File: src/rtl/dmme_pkg.sv
// Shared types and constants for the dmme operand feeder and engine.
package dmme_pkg;

    localparam int unsigned DW = 64;

    localparam logic MODE_DENDEN = 1'b0;
    localparam logic MODE_SPADEN = 1'b1;

    typedef enum logic [2:0] {
        StIdle,
        StStart,
        StFeed,
        StDrain,
        StWait,
        StResult
    } state_e;

endpackage

File: src/rtl/dmme_skew_reg.sv
// Lane-2 one-beat delay: holds a2/b2 of the previous accepted beat.
module dmme_skew_reg #(
    parameter int unsigned DW = 64
) (
    input  logic          clk_i,
    input  logic          rst_ni,
    input  logic          load_i,
    input  logic          clr_i,
    input  logic [DW-1:0] a_i,
    input  logic [DW-1:0] b_i,
    output logic [DW-1:0] a_o,
    output logic [DW-1:0] b_o
);

    logic [DW-1:0] a_q;
    logic [DW-1:0] b_q;

    always_ff @(posedge clk_i or negedge rst_ni) begin
        if (!rst_ni) begin
            a_q <= '0;
            b_q <= '0;
        end else if (clr_i) begin
            a_q <= '0;
            b_q <= '0;
        end else if (load_i) begin
            a_q <= a_i;
            b_q <= b_i;
        end
    end

    assign a_o = a_q;
    assign b_o = b_q;

endmodule

File: src/rtl/dmme_feeder.sv
// Operand sequencer for dmme_nonmem: skews lane 2 by one beat, drains, and
// returns the engine results over a valid/ready port.
module dmme_feeder #(
    parameter int unsigned DW    = dmme_pkg::DW,
    parameter int unsigned KW    = 4,
    parameter int unsigned DRAIN = 3
) (
    input  logic          clk_i,
    input  logic          rst_ni,
    input  logic          cfg_valid_i,
    output logic          cfg_ready_o,
    input  logic          cfg_mode_i,
    input  logic [3:0]    cfg_mask11_1_i,
    input  logic [3:0]    cfg_mask21_1_i,
    input  logic [3:0]    cfg_mask11_2_i,
    input  logic [3:0]    cfg_mask21_2_i,
    input  logic          s_valid_i,
    output logic          s_ready_o,
    input  logic [DW-1:0] s_a1_i,
    input  logic [DW-1:0] s_b1_i,
    input  logic [DW-1:0] s_a2_i,
    input  logic [DW-1:0] s_b2_i,
    input  logic          s_last_i,
    output logic          eng_rst_o,
    output logic          eng_en_o,
    output logic          eng_mode_o,
    output logic [3:0]    eng_mask11_1_o,
    output logic [3:0]    eng_mask21_1_o,
    output logic [3:0]    eng_mask11_2_o,
    output logic [3:0]    eng_mask21_2_o,
    output logic [DW-1:0] eng_ain1_o,
    output logic [DW-1:0] eng_bin1_o,
    output logic [DW-1:0] eng_ain2_o,
    output logic [DW-1:0] eng_bin2_o,
    input  logic          eng_done_i,
    input  logic [31:0]   eng_c12_1_i,
    input  logic [31:0]   eng_c22_1_i,
    input  logic [31:0]   eng_c12_2_i,
    input  logic [31:0]   eng_c22_2_i,
    output logic          r_valid_o,
    input  logic          r_ready_i,
    output logic [31:0]   r_c12_1_o,
    output logic [31:0]   r_c22_1_o,
    output logic [31:0]   r_c12_2_o,
    output logic [31:0]   r_c22_2_o
);

    import dmme_pkg::*;

    localparam int unsigned DCW = (DRAIN < 2) ? 1 : $clog2(DRAIN + 1);

    state_e          state_q, state_d;
    logic            cfg_ready_q, eng_rst_q, en_q, en_d, r_valid_q;
    logic            mode_q;
    logic [15:0]     mask_q;
    logic [KW-1:0]   beat_cnt_q;
    logic [DCW-1:0]  drain_cnt_q;
    logic [DW-1:0]   ain1_q, bin1_q, ain2_q, bin2_q;
    logic [DW-1:0]   ain1_d, bin1_d, ain2_d, bin2_d;
    logic [DW-1:0]   skew_a, skew_b;
    logic            skew_load, skew_clr;
    logic [31:0]     r_c12_1_q, r_c22_1_q, r_c12_2_q, r_c22_2_q;
    logic            cfg_accept, beat, last_beat, done_ok, drive;

    assign cfg_accept = (state_q == StIdle) && cfg_valid_i && cfg_ready_q;
    assign beat       = (state_q == StFeed) && s_valid_i;
    // A full counter forces the beat to be the job's last one.
    assign last_beat  = beat && (s_last_i || (beat_cnt_q == '1));
    assign done_ok    = eng_done_i &&
                        (((state_q == StDrain) && (drain_cnt_q != '0)) || (state_q == StWait));

    always_comb begin
        state_d = state_q;
        case (state_q)
            StIdle:   if (cfg_accept) state_d = StStart;
            StStart:  state_d = StFeed;
            StFeed:   if (last_beat) state_d = StDrain;
            StDrain: begin
                if (done_ok) begin
                    state_d = StResult;
                end else if (drain_cnt_q == DCW'(DRAIN)) begin
                    state_d = StWait;
                end
            end
            StWait:   if (done_ok) state_d = StResult;
            StResult: if (r_ready_i) state_d = StIdle;
            default:  state_d = StIdle;
        endcase
    end

    always_comb begin
        ain1_d    = ain1_q;
        bin1_d    = bin1_q;
        ain2_d    = ain2_q;
        bin2_d    = bin2_q;
        en_d      = 1'b0;
        skew_load = 1'b0;
        skew_clr  = 1'b0;
        if (state_q == StFeed) begin
            if (beat) begin
                ain1_d    = s_a1_i;
                bin1_d    = s_b1_i;
                ain2_d    = skew_a;
                bin2_d    = skew_b;
                skew_load = 1'b1;
                en_d      = 1'b1;
            end
        end else if ((state_q == StDrain) && (state_d != StResult)) begin
            // Skew drains into lane 2 once, then reads back as zero.
            ain1_d   = '0;
            bin1_d   = '0;
            ain2_d   = skew_a;
            bin2_d   = skew_b;
            skew_clr = 1'b1;
            en_d     = 1'b1;
        end else begin
            ain1_d   = '0;
            bin1_d   = '0;
            ain2_d   = '0;
            bin2_d   = '0;
            skew_clr = 1'b1;
            en_d     = (state_q == StWait) && (state_d == StWait);
        end
    end

    dmme_skew_reg #(
        .DW (DW)
    ) u_skew (
        .clk_i  (clk_i),
        .rst_ni (rst_ni),
        .load_i (skew_load),
        .clr_i  (skew_clr),
        .a_i    (s_a2_i),
        .b_i    (s_b2_i),
        .a_o    (skew_a),
        .b_o    (skew_b)
    );

    always_ff @(posedge clk_i or negedge rst_ni) begin
        if (!rst_ni) begin
            state_q     <= StIdle;
            cfg_ready_q <= 1'b0;
            eng_rst_q   <= 1'b0;
            en_q        <= 1'b0;
            r_valid_q   <= 1'b0;
            mode_q      <= MODE_DENDEN;
            mask_q      <= '0;
            beat_cnt_q  <= '0;
            drain_cnt_q <= '0;
            ain1_q      <= '0;
            bin1_q      <= '0;
            ain2_q      <= '0;
            bin2_q      <= '0;
            r_c12_1_q   <= '0;
            r_c22_1_q   <= '0;
            r_c12_2_q   <= '0;
            r_c22_2_q   <= '0;
        end else begin
            state_q     <= state_d;
            cfg_ready_q <= (state_d == StIdle);
            eng_rst_q   <= (state_d != StStart);
            en_q        <= en_d;
            r_valid_q   <= (state_d == StResult);
            ain1_q      <= ain1_d;
            bin1_q      <= bin1_d;
            ain2_q      <= ain2_d;
            bin2_q      <= bin2_d;
            drain_cnt_q <= (state_q == StDrain) ? drain_cnt_q + 1'b1 : '0;
            if (cfg_accept) begin
                mode_q <= cfg_mode_i;
                mask_q <= {cfg_mask11_1_i, cfg_mask21_1_i, cfg_mask11_2_i, cfg_mask21_2_i};
            end
            if (state_q == StStart) begin
                beat_cnt_q <= '0;
            end else if (beat && (beat_cnt_q != '1)) begin
                beat_cnt_q <= beat_cnt_q + 1'b1;
            end
            if (done_ok) begin
                r_c12_1_q <= eng_c12_1_i;
                r_c22_1_q <= eng_c22_1_i;
                r_c12_2_q <= eng_c12_2_i;
                r_c22_2_q <= eng_c22_2_i;
            end
        end
    end

    assign drive       = (state_q != StIdle);
    assign cfg_ready_o = cfg_ready_q;
    assign s_ready_o   = (state_q == StFeed);
    assign eng_rst_o   = eng_rst_q;
    assign eng_en_o    = en_q;
    assign eng_mode_o  = drive & mode_q;
    assign {eng_mask11_1_o, eng_mask21_1_o, eng_mask11_2_o, eng_mask21_2_o} =
        drive ? mask_q : 16'h0;
    assign eng_ain1_o  = ain1_q;
    assign eng_bin1_o  = bin1_q;
    assign eng_ain2_o  = ain2_q;
    assign eng_bin2_o  = bin2_q;
    assign r_valid_o   = r_valid_q;
    assign r_c12_1_o   = r_c12_1_q;
    assign r_c22_1_o   = r_c22_1_q;
    assign r_c12_2_o   = r_c12_2_q;
    assign r_c22_2_o   = r_c22_2_q;

endmodule

File: config.mk
export PLATFORM = sky130hd
export DESIGN_NAME = dmme_feeder
export DESIGN_NICKNAME = d
export VERILOG_FILES = /design/src/rtl/dmme_pkg.sv /design/src/rtl/dmme_skew_reg.sv /design/src/rtl/dmme_feeder.sv
export SDC_FILE = /design/constraint.sdc
export NUM_CORES = 1
export LEC_CHECK = 0
export ABC_CLOCK_PERIOD_IN_PS = 2700
export CORE_AREA = 4 4 315 317
export DETAILED_ROUTE_END_ITERATION = 10
export DIE_AREA = 0 0 319 321
export PLACE_DENSITY = 0.58
export SLEW_MARGIN = 20
export SYNTH_ARGS = -nofsm -noshare
export SYNTH_HDL_FRONTEND = slang
export SYNTH_SLANG_ARGS = --single-unit
File: constraint.sdc
create_clock -name clk_i -period 2.7 [get_ports clk_i]
set_input_delay 0.54 -clock clk_i [delete_from_list [all_inputs] [get_ports clk_i]]
set_output_delay 0.54 -clock clk_i [all_outputs]
set_load 0.03 [all_outputs]
======== Yosys cells after proc, flatten, opt, wreduce, memory -nomap -nowiden ========
Index checks and enable logic that the tools add are counted.
W data, S select, Z words.
word-level totals
  word-level logic and storage cells ...... 81
  input port bits ......................... 408
  register bits ........................... 542
operators by class
  $add $sub $neg .......................... 2
  equality and inequality tests ........... 14
  muxes and demuxes ....................... 29
  bitwise operators ....................... 1
  reductions and logical operators ........ 16
operator list
  cell                   count
  $mux W64               14
  $mux W3                6
  $pmux W3 S6            1
  $mux W16               1
  $eq A3 B3 Y1 const B   4
  $logic_and A1 B1 Y1    9
  $mux W4                2
  $eq A3 B2 Y1 const B   2
  $logic_not A3 Y1       2
  $add A4 B1 Y4 const B  1
  $eq A4 B4 Y1 const B   1
  $mux W1                4
  $ne A2 B1 Y1 const B   2
  $ne A4 B4 Y1 const B   1
  $reduce_bool A2 Y1     2
  $eq A3 B1 Y1 const B   1
  $ne A3 B1 Y1 const B   1
  $ne A3 B3 Y1 const B   1
  $reduce_bool A3 Y1     1
  $add A2 B1 Y2 const B  1
  $eq A2 B2 Y1 const B   1
  $logic_or A1 B1 Y1     2
  $mux W2                1
  $and A1 B1 Y1          1

======== Longest topological paths before layout ========
Gate-level depths: netlist of run 1.
  depth in word-level cells ............... 10
  depth in mapped cells ................... 9

======== Hierarchy ========
From an unflattened synthesis of run 1, not the netlist that was laid out.
unflattened totals
  cells, all modules ...................... 1677
  area, all modules ....................... 21987.3 µm²
modules (own cells, without submodules)
  module         times used  cells each  area an instance (µm²)
  dmme_feeder    1           1265        16694.8
  dmme_skew_reg  1           412         5292.6

======== Least setup slack after synthesis of run 1 ========
No wires, ideal clock.
  path kind ............................... input to register
  start point ............................. input port s_valid_i
  end point ............................... register r_c12_1_q[0] (netlist: r_c12_1_o[0])
  cell stages on the path ................. 8
  data required time ...................... 2.575 ns
  path buffers ............................ 4
  library setup time ...................... 0.125 ns
  data arrival time ....................... 2.063 ns
  setup slack ............................. 0.512 ns
  cells stage by stage .................... buf_2 -> and4bb_1 -> buf_2 -> a21boi_4 -> o32ai_4 -> buf_12 -> buf_12 -> mux2_4
RTL lines
  what                  line                source
  start, declared       dmme_feeder.sv:17   input logic s_valid_i,
  end signal, assigned  dmme_feeder.sv:179  r_c12_1_q <= eng_c12_1_i;
  end, declared         dmme_feeder.sv:62   logic [31:0] r_c12_1_q, r_c22_1_q, r_c12_2_q, r_c22_2_q;

======== Final worst setup path of run 1 ========
  start point ............................. register state_q[2]
  end point ............................... output port eng_mask11_1_o[3]
between the ends
  word-level cells in the longest chain between the ends .. 2
ends and longest elaborated chain
  what                    line                source
  start, declared         dmme_feeder.sv:52   state_e state_q, state_d;
  start signal, assigned  dmme_feeder.sv:141  state_q <= StIdle;
  start signal, assigned  dmme_feeder.sv:159  state_q <= state_d;
  $reduce_bool A3 Y1      dmme_feeder.sv:187  assign drive = (state_q != StIdle);
  $mux W16                dmme_feeder.sv:194  drive ? mask_q : 16'h0;
  end, declared           dmme_feeder.sv:27   output logic [3:0] eng_mask11_1_o,
No other way between the ends.

==> results of run 1 <==
[flip-flops by register name, indices dropped and copies added (netlist names), 4 cells and up]
register and flops:
eng_bin2_o 64, eng_bin1_o 64, mask_q 16, r_c22_2_o 32
u_skew.b_o 64, r_c12_2_o 32, eng_ain2_o 64, r_c12_1_o 32
beat_cnt_q 4, r_c22_1_o 32, eng_ain1_o 64, u_skew.a_o 64
[logic make-up (layout without fill, tap and decap cells)]
kind of cell | count (synthesis) | after routing | share of synthesized area, %
buf+inv | 143 | 1003 | 3.57
other cells | 0 | 12 | 0
xor+xnor | 3 | 3 | 0.117
flops | 542 | 542 | 60.4
fa+ha+maj | 3 | 3 | 0.167
simple gates | 433 | 433 | 7.76
mux | 401 | 401 | 20.4
compound gates | 267 | 267 | 7.62
[synth_stat cells, types with 2 or more instances]
library cell | count | area [sq um]
sky130_fd_sc_hd__mux2_2 | 25 | 282
sky130_fd_sc_hd__buf_12 | 11 | 220
sky130_fd_sc_hd__nor2b_1 | 17 | 106
sky130_fd_sc_hd__and3_1 | 2 | 12.5
sky130_fd_sc_hd__a22oi_1 | 128 | 961
sky130_fd_sc_hd__ha_1 | 3 | 37.5
sky130_fd_sc_hd__mux2_4 | 100 | 1500
sky130_fd_sc_hd__clkbuf_2 | 9 | 45.0
sky130_fd_sc_hd__nand2_1 | 132 | 495
sky130_fd_sc_hd__clkbuf_1 | 75 | 282
sky130_fd_sc_hd__nand3b_1 | 2 | 15.0
sky130_fd_sc_hd__buf_2 | 21 | 105
sky130_fd_sc_hd__a21oi_1 | 4 | 20.0
sky130_fd_sc_hd__buf_1 | 12 | 45.0
sky130_fd_sc_hd__mux2i_1 | 256 | 2560
sky130_fd_sc_hd__mux2_1 | 20 | 225
sky130_fd_sc_hd__buf_6 | 6 | 67.6
sky130_fd_sc_hd__xor2_1 | 3 | 26.3
sky130_fd_sc_hd__dfrtp_1 | 542 | 13600
sky130_fd_sc_hd__nor3b_1 | 2 | 15.0
sky130_fd_sc_hd__o21ai_1 | 9 | 45.0
sky130_fd_sc_hd__and3b_1 | 2 | 17.5
sky130_fd_sc_hd__inv_1 | 8 | 30.0
sky130_fd_sc_hd__nor2_1 | 263 | 987
sky130_fd_sc_hd__nand3_1 | 4 | 20.0
sky130_fd_sc_hd__o21ai_0 | 119 | 596
[power by group through the flow]
stage	Combinational [mW]	Clock, mW	Sequential (mW)
2_1_floorplan	5.60	0	17.9
3_3_place_gp	19.0	0	13.6
3_5_place_dp	19.2	0	13.6
4_1_cts	19.1	9.66	13.6
5_1_grt	19.9	9.98	14.0
6_report	18.8	9.34	13.6
[per-layer routing]
metal / GRT usage, % / share of wire (%) / vias up
met1: 19.2 / 41 / 8389
met2: 25.0 / 47 / 638
li1: - / - / 7832
met4: 5.61 / 3.0 / 4
met3: 5.42 / 8.2 / 119
met5: 0 / 0.032 / -
[critical path, stage by stage (launching register included)]
cell and delay, ps:
sky130_fd_sc_hd__dfrtp_2 480, sky130_fd_sc_hd__nor3_4 230, sky130_fd_sc_hd__buf_12 180, sky130_fd_sc_hd__and2b_1 180, sky130_fd_sc_hd__dlygate4sd2_1 350
[cell usage in the layout (no fill, tap or decap), types with 20 or more instances in the layout]
| cell type | Yosys | routed |
|---|---|---|
| sky130_fd_sc_hd__clkdlybuf4s50_1 | 0 | 793 |
| sky130_fd_sc_hd__dfrtp_1 | 542 | 540 |
| sky130_fd_sc_hd__nor2_1 | 263 | 262 |
| sky130_fd_sc_hd__mux2i_1 | 256 | 256 |
| sky130_fd_sc_hd__nand2_1 | 132 | 132 |
| sky130_fd_sc_hd__a22oi_1 | 128 | 128 |
| sky130_fd_sc_hd__o21ai_0 | 119 | 119 |
| sky130_fd_sc_hd__mux2_4 | 100 | 100 |
| sky130_fd_sc_hd__clkbuf_16 | 0 | 70 |
| sky130_fd_sc_hd__buf_4 | 1 | 33 |
| sky130_fd_sc_hd__buf_12 | 11 | 32 |
| sky130_fd_sc_hd__mux2_2 | 25 | 25 |
| sky130_fd_sc_hd__mux2_1 | 20 | 20 |
[how the worst max path moves through the flow]
stage,startpoint,endpoint,slack [ps]
6_report,state_q[2],eng_mask11_1_o[3],130
3_3_place_gp,eng_done_i,r_c12_2_o[27],190
2_1_floorplan,s_valid_i,r_c12_1_o[0],510
4_1_cts,state_q[2],eng_mask11_1_o[3],10
3_5_place_dp,eng_done_i,r_c12_2_o[19],120
5_1_grt,state_q[2],eng_mask11_1_o[3],3
[final cells by class]
cell class,count,area share (%)
sequential,542,39.2
timing repair buffer,878,26.0
multi-input combinational,1107,23.4
clock buffer,99,5.78
tap,1276,4.61
clock inverter,18,0.809
inverter,8,0.0867
antenna,12,0.0867
[through the flow]
step | area (sq um) | power (mW)
floorplan | 22500 | 23.5
global placement | 32300 | 32.6
detailed placement | 32300 | 32.8
CTS | 34600 | 42.4
global route | 34600 | 43.8
finish | 34600 | 41.7
[timing repair]
action | 4_1_cts | 5_1_grt
hold endpoints to repair | 30 | 0
endpoints found under the setup margin | 17 | 1
hold buffers | 1 | 0
pin swaps | 1 | 0
resized for setup | 19 | 1
==> results.json, run 1 <==
{
  "worst-setup-path-type": "reg2out",
  "cell_internal_pwr_mw": 24.9,
  "number_of_setup_violations_in_the_final_report": 0,
  "maxClockFrequency_ghz": 0.389,
  "synth_area_per_cell_sq_um": 12.5,
  "yosys_most_used_dff": "sky130_fd_sc_hd__dfrtp_1",
  "power_switching_mw": 16.9,
  "io_pins": 814,
  "synthesis.area_sq_um": 22500,
  "postSynthRegisterBits": 542,
  "rr_worst_depth": 7,
  "setup_ws_ps": 126,
  "synthDistinctLibCells": 43,
  "critPathArrivalTime_ps": 2030,
  "place_congestion": 0.836,
  "io_port_bufs": 813,
  "mappedNetlistNets": 2203,
  "seqPwrFrac_pct": 32.5,
  "initialDrtViolationCount": 885,
  "vias_per_cell": 4.31,
  "power.leakage_nw": 15.5,
  "row_count": 114,
  "stdcell_count": 3940,
  "r2r-end": "r_c12_2_o[19]",
  "critical_path.endpoint_type": "primary output",
  "cts_sinks": 542,
  "worst_clock_skew_ps": 13.3,
  "final.fill_count": 9492,
  "period_needed_ps": 2570,
  "setup_repair_after_global_routing_missed_its_margin": "false",
  "wl_per_cell_um": 20.8,
  "drt-pass1-iter-count": 5,
  "maxCapViolCount": 0,
  "setup-tns-final_ps": 0,
  "combined_flip_flop_and_latch_cell_area_sq_um": 13600,
  "chipHeight_um": 321,
  "post-dp-hpwl_um": 59200,
  "clkSlewWorstSetupHoldPaths_ps": 50,
  "finish.utilization_pct": 36.0,
  "clockRootBuffer": "sky130_fd_sc_hd__clkbuf_16",
  "worst_hold_margin_ps": 461,
  "cp_max_fo": 18,
  "multi_input_area_sq_um": 8120,
  "tightest_slew_ps": 933,
  "synth_enable_flop_cells": 0,
  "fp.coreArea_sq_um": 96300,
  "final_worst_path_cycle_share_pct": 95.3,
  "grt_util_all_layers_pct": 15.5,
  "worst_hold_startpoint": "drain_cnt_q[0]",
  "drive_gt1_share_pct": 11.5,
  "clock_tree.buffer_depth": 3,
  "r2r-start": "state_q[0]",
  "ys_seq_area_share_pct": 60.4,
  "tritoncts": "done",
  "initial_utilization_pct": 23.3,
  "worst_hold_path_type": "reg2reg",
  "clock_power_share_pct": 22.4,
  "worstPathRequired_ps": 2160,
  "syn2layout_area_growth_pct": 54.3,
  "nets": 3015,
  "insertion_delay_ps": 610,
  "preCtsSetupSlack_ps": 125,
  "postRouteAntennaNets": 0,
  "pd_cells_nw_per_um2": 1200,
  "switching_share_pct": 40.4,
  "number_of_global_route_vias_before_repair": 17900,
  "grt_antenna_before_repair": 14,
  "drc": 0,
  "chipWidth_um": 319,
  "syn_inst": 1792,
  "cts-htree-levels": 3,
  "report.final.slew_viol_count": 0,
  "endpoint_worst_hold": "drain_cnt_q[0]",
  "outcome": "finished, final reports clean",
  "placed_cells_incl_taps": 3810,
  "grt_overflow_total": 0,
  "async_flop_share_pct": 100,
  "vdd_ir_drop_max_mv": 0.574,
  "critical_path.startpoint_type": "flop",
  "worst_hold_path.num_cells": 1,
  "yosys_warnings": 0,
  "grt_start_max_net_pins": 133,
  "grt_pass1_wl_um": 121000,
  "ff2ff_setup_slack_ps": 480,
  "post_cts_buffers": 0,
  "combPwrFrac_pct": 45.1,
  "route.vias.total": 17000,
  "final-hold-violation-count": 0,
  "detail_route.wirelength_um": 82100,
  "slew-limit-headroom_pct": 37.8,
  "numCtsBuffers": 67,
  "floorplan.die_area_sq_um": 102000
}
(Power assumes the default switching activity.)
==> run 2: changes to the inputs <==
Settings changed: CORE_AREA 4 4 315 317 to 2 2 313 315, DIE_AREA 0 0 319 321 to 0 0 315 317.
==> run 2 against run 1 <==
Effect of this change:
- via count barely moved
- sequential power hardly changed
- critical path type unchanged
- clock skew grew 7.4 ps
- global-route usage is 0.39 points lower
- register-to-register slack improved by 20 ps
- first-iteration DRC count is 11% higher
- cell count fell by 0.28%
- die area down 2.5%
==> results.json, run 2 (synthesis gave the netlist of run 1 again) <==
{
  "post_cts_buffers": 0,
  "vdd_ir_drop_max_mv": 1.33,
  "critical_path.startpoint_type": "flop",
  "cp_max_fo": 18,
  "setup_ws_ps": 110,
  "cts-htree-levels": 3,
  "power.leakage_nw": 15.3,
  "insertion_delay_ps": 620,
  "critPathArrivalTime_ps": 2050,
  "initialDrtViolationCount": 980,
  "drt-pass1-iter-count": 5,
  "nets": 3011,
  "critical_path.endpoint_type": "primary output",
  "maxClockFrequency_ghz": 0.386,
  "tritoncts": "done",
  "maxCapViolCount": 0,
  "layout_common_cells": "sky130_fd_sc_hd__clkdlybuf4s50_1 (793), sky130_fd_sc_hd__dfrtp_1 (540), sky130_fd_sc_hd__nor2_1 (262), sky130_fd_sc_hd__mux2i_1 (256), sky130_fd_sc_hd__nand2_1 (132)",
  "slew-limit-headroom_pct": 25.4,
  "placed_cells_incl_taps": 3807,
  "place_congestion": 0.808,
  "finish.utilization_pct": 35.6,
  "post-dp-hpwl_um": 54800,
  "final-hold-violation-count": 0,
  "io_port_bufs": 813,
  "period_needed_ps": 2590,
  "outcome": "finished, final reports clean",
  "cts_sinks": 542,
  "postRouteAntennaNets": 0,
  "numCtsBuffers": 66,
  "report.final.slew_viol_count": 0,
  "grt_antenna_before_repair": 7,
  "number_of_setup_violations_in_the_final_report": 0,
  "floorplan.die_area_sq_um": 99900,
  "final_worst_path_cycle_share_pct": 95.9,
  "clock_tree.buffer_depth": 3,
  "tightest_slew_ps": 1120,
  "wl_per_cell_um": 19.9,
  "final.fill_count": 9541,
  "combined_flip_flop_and_latch_cell_area_sq_um": 13600,
  "stdcell_count": 3929,
  "grt_overflow_total": 0,
  "fp.coreArea_sq_um": 96300,
  "chipHeight_um": 317,
  "final_common_cell": "sky130_fd_sc_hd__clkdlybuf4s50_1",
  "worst_clock_skew_ps": 20.6,
  "worst-setup-path-type": "reg2out",
  "multi_input_area_sq_um": 8110,
  "drive_gt1_share_pct": 11.5,
  "number_of_global_route_vias_before_repair": 17300,
  "pd_cells_nw_per_um2": 1190,
  "clockRootBuffer": "sky130_fd_sc_hd__clkbuf_16",
  "drc": 0,
  "grt_util_all_layers_pct": 15.1,
  "preCtsSetupSlack_ps": 68.0,
  "vias_per_cell": 4.32,
  "setup-tns-final_ps": 0,
  "row_count": 114,
  "worst_hold_path_type": "in2reg",
  "grt_pass1_wl_um": 115000,
  "syn2layout_area_growth_pct": 52.7,
  "initial_utilization_pct": 23.3,
  "setup_repair_after_global_routing_missed_its_margin": "false",
  "worstPathRequired_ps": 2160,
  "route.vias.total": 17000,
  "detail_route.wirelength_um": 78200,
  "io_pins": 814,
  "chipWidth_um": 315,
  "grt_start_max_net_pins": 165,
  "clkSlewWorstSetupHoldPaths_ps": 60
}
[run 2: changes by cell type in the layout (fill, tap and decap cells not counted), sizes merged]
| cell | delta |
|---|---|
| clkbuf | -7 |
| diode | -7 |
| clkinv | +6 |
| bufinv | -5 |
| inv | +4 |
| buf | -3 |
| clkinvlp | +1 |
[run 2: critical path, cell delays in order, from the launching register on]
cell	delay, ps
sky130_fd_sc_hd__dfrtp_2	490
sky130_fd_sc_hd__nor3_2	190
sky130_fd_sc_hd__buf_6	210
sky130_fd_sc_hd__and2b_1	190
sky130_fd_sc_hd__dlygate4sd2_1	350
[run 2: worst paths after layout]
kind | start | end | slack [ps] | cells past startpoint
min in group asynchronous | rst_ni | eng_ain2_o[49] | 490 | 2
worst max register to register | state_q[2] | r_c22_2_o[4] | 500 | 7
worst min-delay path | s_valid_i | eng_en_o | 270 | 3
worst min register to register | drain_cnt_q[0] | drain_cnt_q[0] | 470 | 1
max in group asynchronous | rst_ni | state_q[0] | 1250 | 3
worst max-delay path | state_q[0] | eng_mask11_1_o[3] | 110 | 4
[run 2: per-layer routing]
| metal | vias to the layer above | track usage (%) | routed length [um] |
|---|---|---|---|
| li1 | 7816 | - | - |
| met1 | 8448 | 18.6 | 32000 |
| met2 | 597 | 24.4 | 37800 |
| met3 | 115 | 5.22 | 6400 |
| met4 | 4 | 5.55 | 2040 |
| met5 | - | 0 | 23 |
[run 2: repair_timing]
action                                 4_1_cts  5_1_grt
pin swaps                                    0        0
resized for setup                           19        1
endpoints found under the hold margin       32        0
setup endpoints to repair                   18        1
hold buffers                                 1        0
[run 2: stage by stage]
step | cell area [sq um] | hold WS [ps] | power, mW
6_report | 34300 | 270 | 40.8
5_1_grt | 34300 | 264 | 42.8
4_1_cts | 34300 | 202 | 41.3
3_5_place_dp | 32200 | 458 | 32.4
3_3_place_gp | 32200 | 455 | 32.3
2_1_floorplan | 22500 | 244 | 23.5
[run 2: layout make-up]
type / count / area share, %
Sequential cell: 542 / 39.6
Clock buffer: 92 / 5.51
Inverter: 8 / 0.0876
Antenna cell: 5 / 0.0365
Tap cell: 1276 / 4.66
Timing Repair Buffer: 875 / 25.9
Clock inverter: 24 / 0.595
Multi-Input combinational cell: 1107 / 23.7
[run 2: power by group]
part / total (mW) / internal [mW] / switching (mW)
Combinational: 18.5 / 7.69 / 10.8
Clock: 8.71 / 5.02 / 3.69
Sequential: 13.6 / 11.4 / 2.24
==> run 3: changes to the inputs <==
Settings changed: ABC_AREA from default to 1, CORE_AREA 2 2 313 315 to 2 2 321 323, CTS_CLUSTER_DIAMETER from default to 60, DIE_AREA 0 0 315 317 to 0 0 323 325, PLACE_DENSITY 0.58 to 0.56.
==> run 3 against run 2 <==
Effect of this change:
- non-clock buffer count increased by 8
- wire length up 6.4%
- power is 1.5% higher
- sequential share of layout area is 0.29 points lower
- design area rose by 0.74%
- worst hold slack worse by 12 ps
- register-to-register slack got worse by 170 ps
- largest power group unchanged
- largest cell class unchanged
==> results.json, run 3 <==
{
  "final.fill_count": 10500,
  "critical_path.startpoint_type": "flop",
  "maxCapViolCount": 0,
  "synth_largest_area_cell": "sky130_fd_sc_hd__dfrtp_1",
  "number_of_setup_violations_in_the_final_report": 0,
  "fp.coreArea_sq_um": 101000,
  "synth_area_per_cell_sq_um": 9.44,
  "power.leakage_nw": 17.1,
  "yosys_warnings": 0,
  "initial_utilization_pct": 22.1,
  "tritoncts": "done",
  "layout_common_cells": "sky130_fd_sc_hd__nand2_1 (951), sky130_fd_sc_hd__clkdlybuf4s50_1 (793), sky130_fd_sc_hd__dfrtp_1 (540), sky130_fd_sc_hd__nand3_1 (267), sky130_fd_sc_hd__inv_1 (161)",
  "grt_pass1_wl_um": 124000,
  "combPwrFrac_pct": 45.9,
  "cp_max_fo": 8,
  "vdd_ir_drop_max_mv": 0.482,
  "setup_repair_after_global_routing_missed_its_margin": "false",
  "outcome": "finished, final reports clean",
  "grt_start_max_net_pins": 154,
  "total_power_mw": 41.4,
  "rr_worst_depth": 6,
  "synth_area_leaders": "sky130_fd_sc_hd__dfrtp_1 (61%), sky130_fd_sc_hd__nand2_1 (16%), sky130_fd_sc_hd__mux2_2 (6.4%)",
  "cts_sinks": 542,
  "wl_per_cell_um": 18.1,
  "mappedNetlistNets": 2778,
  "worst_hold_margin_ps": 258,
  "vias_per_cell": 4.05,
  "yosysMostFrequentCell": "sky130_fd_sc_hd__nand2_1",
  "r2r-start": "state_q[2]",
  "worst_hold_path_type": "in2reg",
  "slew-limit-headroom_pct": 41.4,
  "tightest_slew_ps": 879,
  "grt_util_all_layers_pct": 15.6,
  "chipHeight_um": 325,
  "clock_tree.buffer_depth": 3,
  "grt_antenna_before_repair": 6,
  "worst-setup-path-type": "reg2out",
  "detail_route.wirelength_um": 83200,
  "seqPwrFrac_pct": 32.1,
  "critical_path.endpoint_type": "primary output",
  "synthDistinctLibCells": 26,
  "drc": 0,
  "clockRootBuffer": "sky130_fd_sc_hd__clkbuf_16",
  "switching_share_pct": 41.6,
  "syn2layout_area_growth_pct": 54.5,
  "cell_internal_pwr_mw": 24.2,
  "final_worst_path_cycle_share_pct": 95.3,
  "nets": 3590,
  "io_pins": 814,
  "drt-pass1-iter-count": 5,
  "yosys-top-cells-count": "sky130_fd_sc_hd__nand2_1 (953), sky130_fd_sc_hd__dfrtp_1 (542), sky130_fd_sc_hd__nand3_1 (267)",
  "syn_inst": 2367,
  "ff2ff_setup_slack_ps": 330,
  "postRouteAntennaNets": 0,
  "row_count": 117,
  "drive_gt1_share_pct": 13.7,
  "synthesis.area_sq_um": 22400,
  "grt_overflow_total": 0,
  "final_common_cell": "sky130_fd_sc_hd__nand2_1",
  "power_switching_mw": 17.2,
  "place_congestion": 0.816,
  "chipWidth_um": 323,
  "period_needed_ps": 2570,
  "synth_enable_flop_cells": 0,
  "worstPathRequired_ps": 2160,
  "worst_clock_skew_ps": 24.3,
  "endpoint_worst_hold": "eng_en_o",
  "postSynthRegisterBits": 542,
  "maxClockFrequency_ghz": 0.389,
  "cts-htree-levels": 3,
  "worst_hold_path.num_cells": 3,
  "ys_seq_area_share_pct": 60.7,
  "report.final.slew_viol_count": 0,
  "post-dp-hpwl_um": 60100,
  "r2r-end": "u_skew.a_o[50]",
  "io_port_bufs": 813,
  "number_of_global_route_vias_before_repair": 19200,
  "route.vias.total": 18600,
  "insertion_delay_ps": 610,
  "async_flop_share_pct": 100,
  "pd_cells_nw_per_um2": 1200,
  "final-hold-violation-count": 0,
  "clkSlewWorstSetupHoldPaths_ps": 50,
  "worst_hold_startpoint": "s_valid_i",
  "floorplan.die_area_sq_um": 105000,
  "initialDrtViolationCount": 1020,
  "critPathArrivalTime_ps": 2030,
  "yosys_most_used_dff": "sky130_fd_sc_hd__dfrtp_1",
  "numCtsBuffers": 71,
  "clock_power_share_pct": 22.0,
  "netlist.area_leader.share_pct": 60.7
}
[run 3: changes by cell type in the layout (fill, tap and decap cells not counted), sizes merged, moves of 17 or more]
cell | previous run | this run
nand2 | 132 | 1060
nand3 | 4 | 268
mux2i | 256 | 0
nor2 | 263 | 31
inv | 16 | 172
a22oi | 128 | 0
o21ai | 128 | 19
clkbuf | 92 | 110
dlygate4sd2 | 17 | 0
mux2 | 145 | 128
nor2b | 17 | 0
[run 3: kinds of logic after synthesis]
| kind of cell | count (synthesis) | synth area share, % |
|---|---|---|
| simple gates | 1362 | 25.7 |
| flops | 542 | 60.7 |
| buf+inv | 309 | 6.46 |
| mux | 128 | 6.45 |
| compound gates | 23 | 0.532 |
| fa+ha+maj | 3 | 0.168 |
[run 3: layout make-up]
cell class / count / area, sq um / area share [%]
Multi-Input combinational cell: 1516 / 7380 / 21.4
Inverter: 164 / 634 / 1.84
Clock buffer: 99 / 2010 / 5.83
Sequential cell: 542 / 13600 / 39.3
Clock inverter: 26 / 229 / 0.663
Antenna cell: 3 / 7.51 / 0.0217
Timing Repair inverter: 1 / 8.76 / 0.0254
Tap cell: 1368 / 1710 / 4.96
Timing Repair Buffer: 883 / 8980 / 26.0
[run 3: power by group through the flow]
stage	sequential, mW	clock, mW	combinational, mW
2_1_floorplan	17.9	0	5.94
3_3_place_gp	13.3	0	19.1
3_5_place_dp	13.4	0	19.2
4_1_cts	13.3	9.45	19.3
5_1_grt	13.7	9.74	20.3
6_report	13.3	9.12	19.0
[run 3: how the worst max path moves through the flow]
stage | startpoint | slack [ps] | cells after the start | endpoint
floorplan | state_q[0] | 680 | 5 | eng_mask11_1_o[0]
global placement | eng_done_i | 210 | 13 | eng_bin2_o[63]
detailed placement | eng_done_i | 200 | 11 | eng_bin2_o[63]
CTS | state_q[1] | -10 | 6 | eng_mask11_1_o[0]
global route | state_q[0] | 1 | 6 | eng_mask21_2_o[3]
finish | state_q[0] | 130 | 6 | eng_mask21_2_o[3]
[run 3: metrics by stage]
step | utilization [%] | std cells | TNS, ps | setup WS (ps) | instance area (sq um)
finish | 34.1 | 4602 | 0 | 128 | 34500
CTS | 34.1 | 4598 | -11.7 | -11.7 | 34500
global placement | 31.8 | 4469 | 0 | 214 | 32200
detailed placement | 31.8 | 4469 | 0 | 201 | 32200
floorplan | - | 2367 | 0 | 678 | 22400
global route | 34.1 | 4602 | 0 | 1.26 | 34500
[run 3: critical path: stages (launching register included)]
cell and delay (ps):
sky130_fd_sc_hd__dfrtp_2 460, sky130_fd_sc_hd__nor2_4 170, sky130_fd_sc_hd__inv_1 110, sky130_fd_sc_hd__nor2_4 130
sky130_fd_sc_hd__buf_6 170, sky130_fd_sc_hd__nor2_1 50, sky130_fd_sc_hd__clkdlybuf4s15_1 330
[run 3: metal layers]
layer | up-vias | routed length [um] | track usage (%)
met1 | 9004 | 34300 | 19.1
met2 | 569 | 41000 | 26.4
met3 | 100 | 5760 | 4.26
met4 | 0 | 2090 | 5.13
met5 | - | 0 | 0
li1 | 8958 | - | -
[run 3: repair_timing]
item,in CTS,in global routing
hold endpoints to repair,34,0
buffers inserted,2,0
hold buffers,1,0
cloned,1,1
setup endpoints to repair,18,17
resized for setup,30,31
==> variant (settings of run 3) <==
Encoding of `state_e`: now one-hot (6 bits for 6 states).
--- a/src/rtl/dmme_pkg.sv
+++ b/src/rtl/dmme_pkg.sv
@@ -6,13 +6,13 @@
     localparam logic MODE_DENDEN = 1'b0;
     localparam logic MODE_SPADEN = 1'b1;
 
-    typedef enum logic [2:0] {
-        StIdle,
-        StStart,
-        StFeed,
-        StDrain,
-        StWait,
-        StResult
+    typedef enum logic [5:0] {
+        StIdle   = 6'b000001,
+        StStart  = 6'b000010,
+        StFeed   = 6'b000100,
+        StDrain  = 6'b001000,
+        StWait   = 6'b010000,
+        StResult = 6'b100000
     } state_e;
 
 endpackage
Behaviour: same outputs for any inputs over 4 cycles, from zero or initial values and one cycle with rst_ni low; so few cycles prove little.
==> variant against run 3 <==
First-iteration DRC count decreased by 3.4%; critical path depth down 2; synthesized cell count is 4.7% lower; synthesized area fell by 4.7%; worst setup slack better by 0.056 ns; cell area decreased by 3.0%; critical path type unchanged; sequential cell count up 3; wire length shrank 2.6%.
Power is not compared: it rests on default switching activity, and its combinational part moved more than twofold at a synthesized area within 25%.
==> variant: results (changes against run 3) <==
* Nets@finish at 3487 (-2.9%)
* Layout cells sized above 1 at 6.65% (-7.1 points)
* Initial antenna violation count at 8 (+2)
* Total Wirelength at 81000 um (-2.6%)
* Ys async rst share at 100% (unchanged)
* Iter 0 DRT Violations at 985 (-3.4%)
* Slew headroom at 57.3% (+16 points)
* Clk_lat worst skew at 0.63 ns (+0.02 ns)
* Worst-path fanout max at 6 (-2)
* Hold Crit Class: in2async
* GRT Total Usage at 15.1% (-0.48 points)
* Static Leakage at about 16 nW
* Top post-synthesis cells by area: dfrtp_1 64%, nand2_1 17%, a22o_1 5.3%
* GP Congestion at 0.840 (+2.9%)
* Skew final at 0.0246 ns (+0.000361 ns)
* H-tree depth at 3 (unchanged)
* Run status: finished clean
* FF-to-FF End: eng_ain2_o[18]
* Post-synthesis net count at 2666 (-4.0%)
* Main synth FF type: dfrtp_1
* Sequential area share after synthesis at 64.0% (+3.3 points)
* Root Buffer: clkbuf_16
* Post-synth EDFFs at 0 (unchanged)
* Yosys warns at 0 (unchanged)
* Post-DP HPWL at 59900 um (-0.27%)
* Largest net degree at the start of global routing at 131 (-15%)
* FF-to-FF path depth at 9 (+3)
* Clock-pin slew on the worst setup and hold paths at 0.05 ns (about the same)
* Reg2reg setup slack at 0.71 ns (+0.38 ns)
* I/O Buffers at 813 (unchanged)
* Post-synth cell types at 25 (-3.8%)
* Sw Ratio at 27.1%
* CTS Buf Count at 71 (unchanged)
* List of most frequent post-synthesis cells: 983 x nand2_1, 544 x dfrtp_1, 162 x inv_1
* DR vias at 17900 (-4.2%)
* Max VDD drop at between 0.0003 and 0.0004 V
* First-pass iteration count of the detailed router at 5 (unchanged)
* First-pass GRT wire length at 120000 um (-3.0%)
* Max Root-Sink Buffers at 3 (unchanged)
* CP Launch Point: state_q[1]
-- variant: cell count changes in the layout (fill, tap and decap cells not counted), moves of 5 or more --
cell,change
a22o_1,+128
buf_12,+6
buf_4,-9
clkbuf_2,+6
mux2_2,-128
nand2_1,+31
nand2_2,-106
nand3_1,-257
nand4_1,+5
nor2_1,+113
o21ai_1,+111
-- variant: logic make-up (layout without fill, tap and decap cells) --
kind of cell,after synthesis,after routing,share of synthesized area [%]
simple gates,1148,1148,20.6
flops,545,545,64.0
buf+inv,296,1170,6.69
compound gates,261,261,8.39
fa+ha+maj,3,3,0.176
xor+xnor,2,2,0.0822
other cells,0,4,0
-- variant: critical path, cell delays in order (launching register included) --
cell and delay [ns]:
dfrtp_1 0.42, nor2_4 0.22, nand3_4 0.18, inv_1 0.11, dlygate4sd2_1 0.44
-- variant: stage by stage --
step / hold slack, ns / instance area, um2 / setup slack [ns] / cells
final: 0.451 / 33500 / 0.183 / 4501
after global placement: 0.454 / 31300 / 0.425 / 4370
after floorplan: 0.244 / 21300 / 0.854 / 2255
after global routing: 0.417 / 33500 / 0.0348 / 4499
after CTS: 0.388 / 33600 / 0.0131 / 4497
after detailed placement: 0.449 / 31300 / 0.379 / 4370
-- variant: metal layers --
metal  GRT usage (%)  share of wire, %  up-vias  routed length [um]
li1                -                 -     8673                   -
met1            17.8                40     8514               32500
met2            25.9                49      544               39900
met3            5.10               8.2      112                6610
met4            4.46               2.4       10                1930
met5               0             0.079        -                  64
-- variant: worst max path at each step --
stage,endpoint,slack [ns],cells past startpoint
after floorplan,eng_mask11_1_o[0],0.85,6
after global placement,eng_ain2_o[14],0.43,9
after detailed placement,eng_ain2_o[18],0.38,8
after CTS,eng_mask21_2_o[0],0.01,7
after global routing,s_ready_o,0.03,5
final,s_ready_o,0.18,4
-- variant: what timing repair did --
item | 4_1_cts | 5_1_grt
gates cloned | 0 | 0
pin swaps | 0 | 0
hold buffers | 1 | 0
buffers inserted | 0 | 0
gates resized for setup | 18 | 34
endpoints found under the hold margin | 30 | 0
setup endpoints to repair | 18 | 17
-- variant: final cells by class --
type | count | area, um2
clock inverter | 28 | 256
clock buffer | 98 | 2030
tap | 1368 | 1710
timing repair buffer | 879 | 8980
inverter | 165 | 623
fill | 10400 | 67800
multi-input combinational | 1414 | 6250
sequential | 545 | 13600
antenna | 4 | 10.0
-- variant: power by group through the flow --
| stage | registers (mW) | clock network (mW) | logic (mW) |
|---|---|---|---|
| 6_report | 8.62 | 9.17 | 2.82 |
| 5_1_grt | 8.65 | 9.86 | 3.08 |
| 4_1_cts | 8.62 | 9.51 | 2.90 |
| 3_5_place_dp | 8.76 | 0 | 2.98 |
| 3_3_place_gp | 8.75 | 0 | 2.98 |
| 2_1_floorplan | 8.87 | 0 | 1.17 |
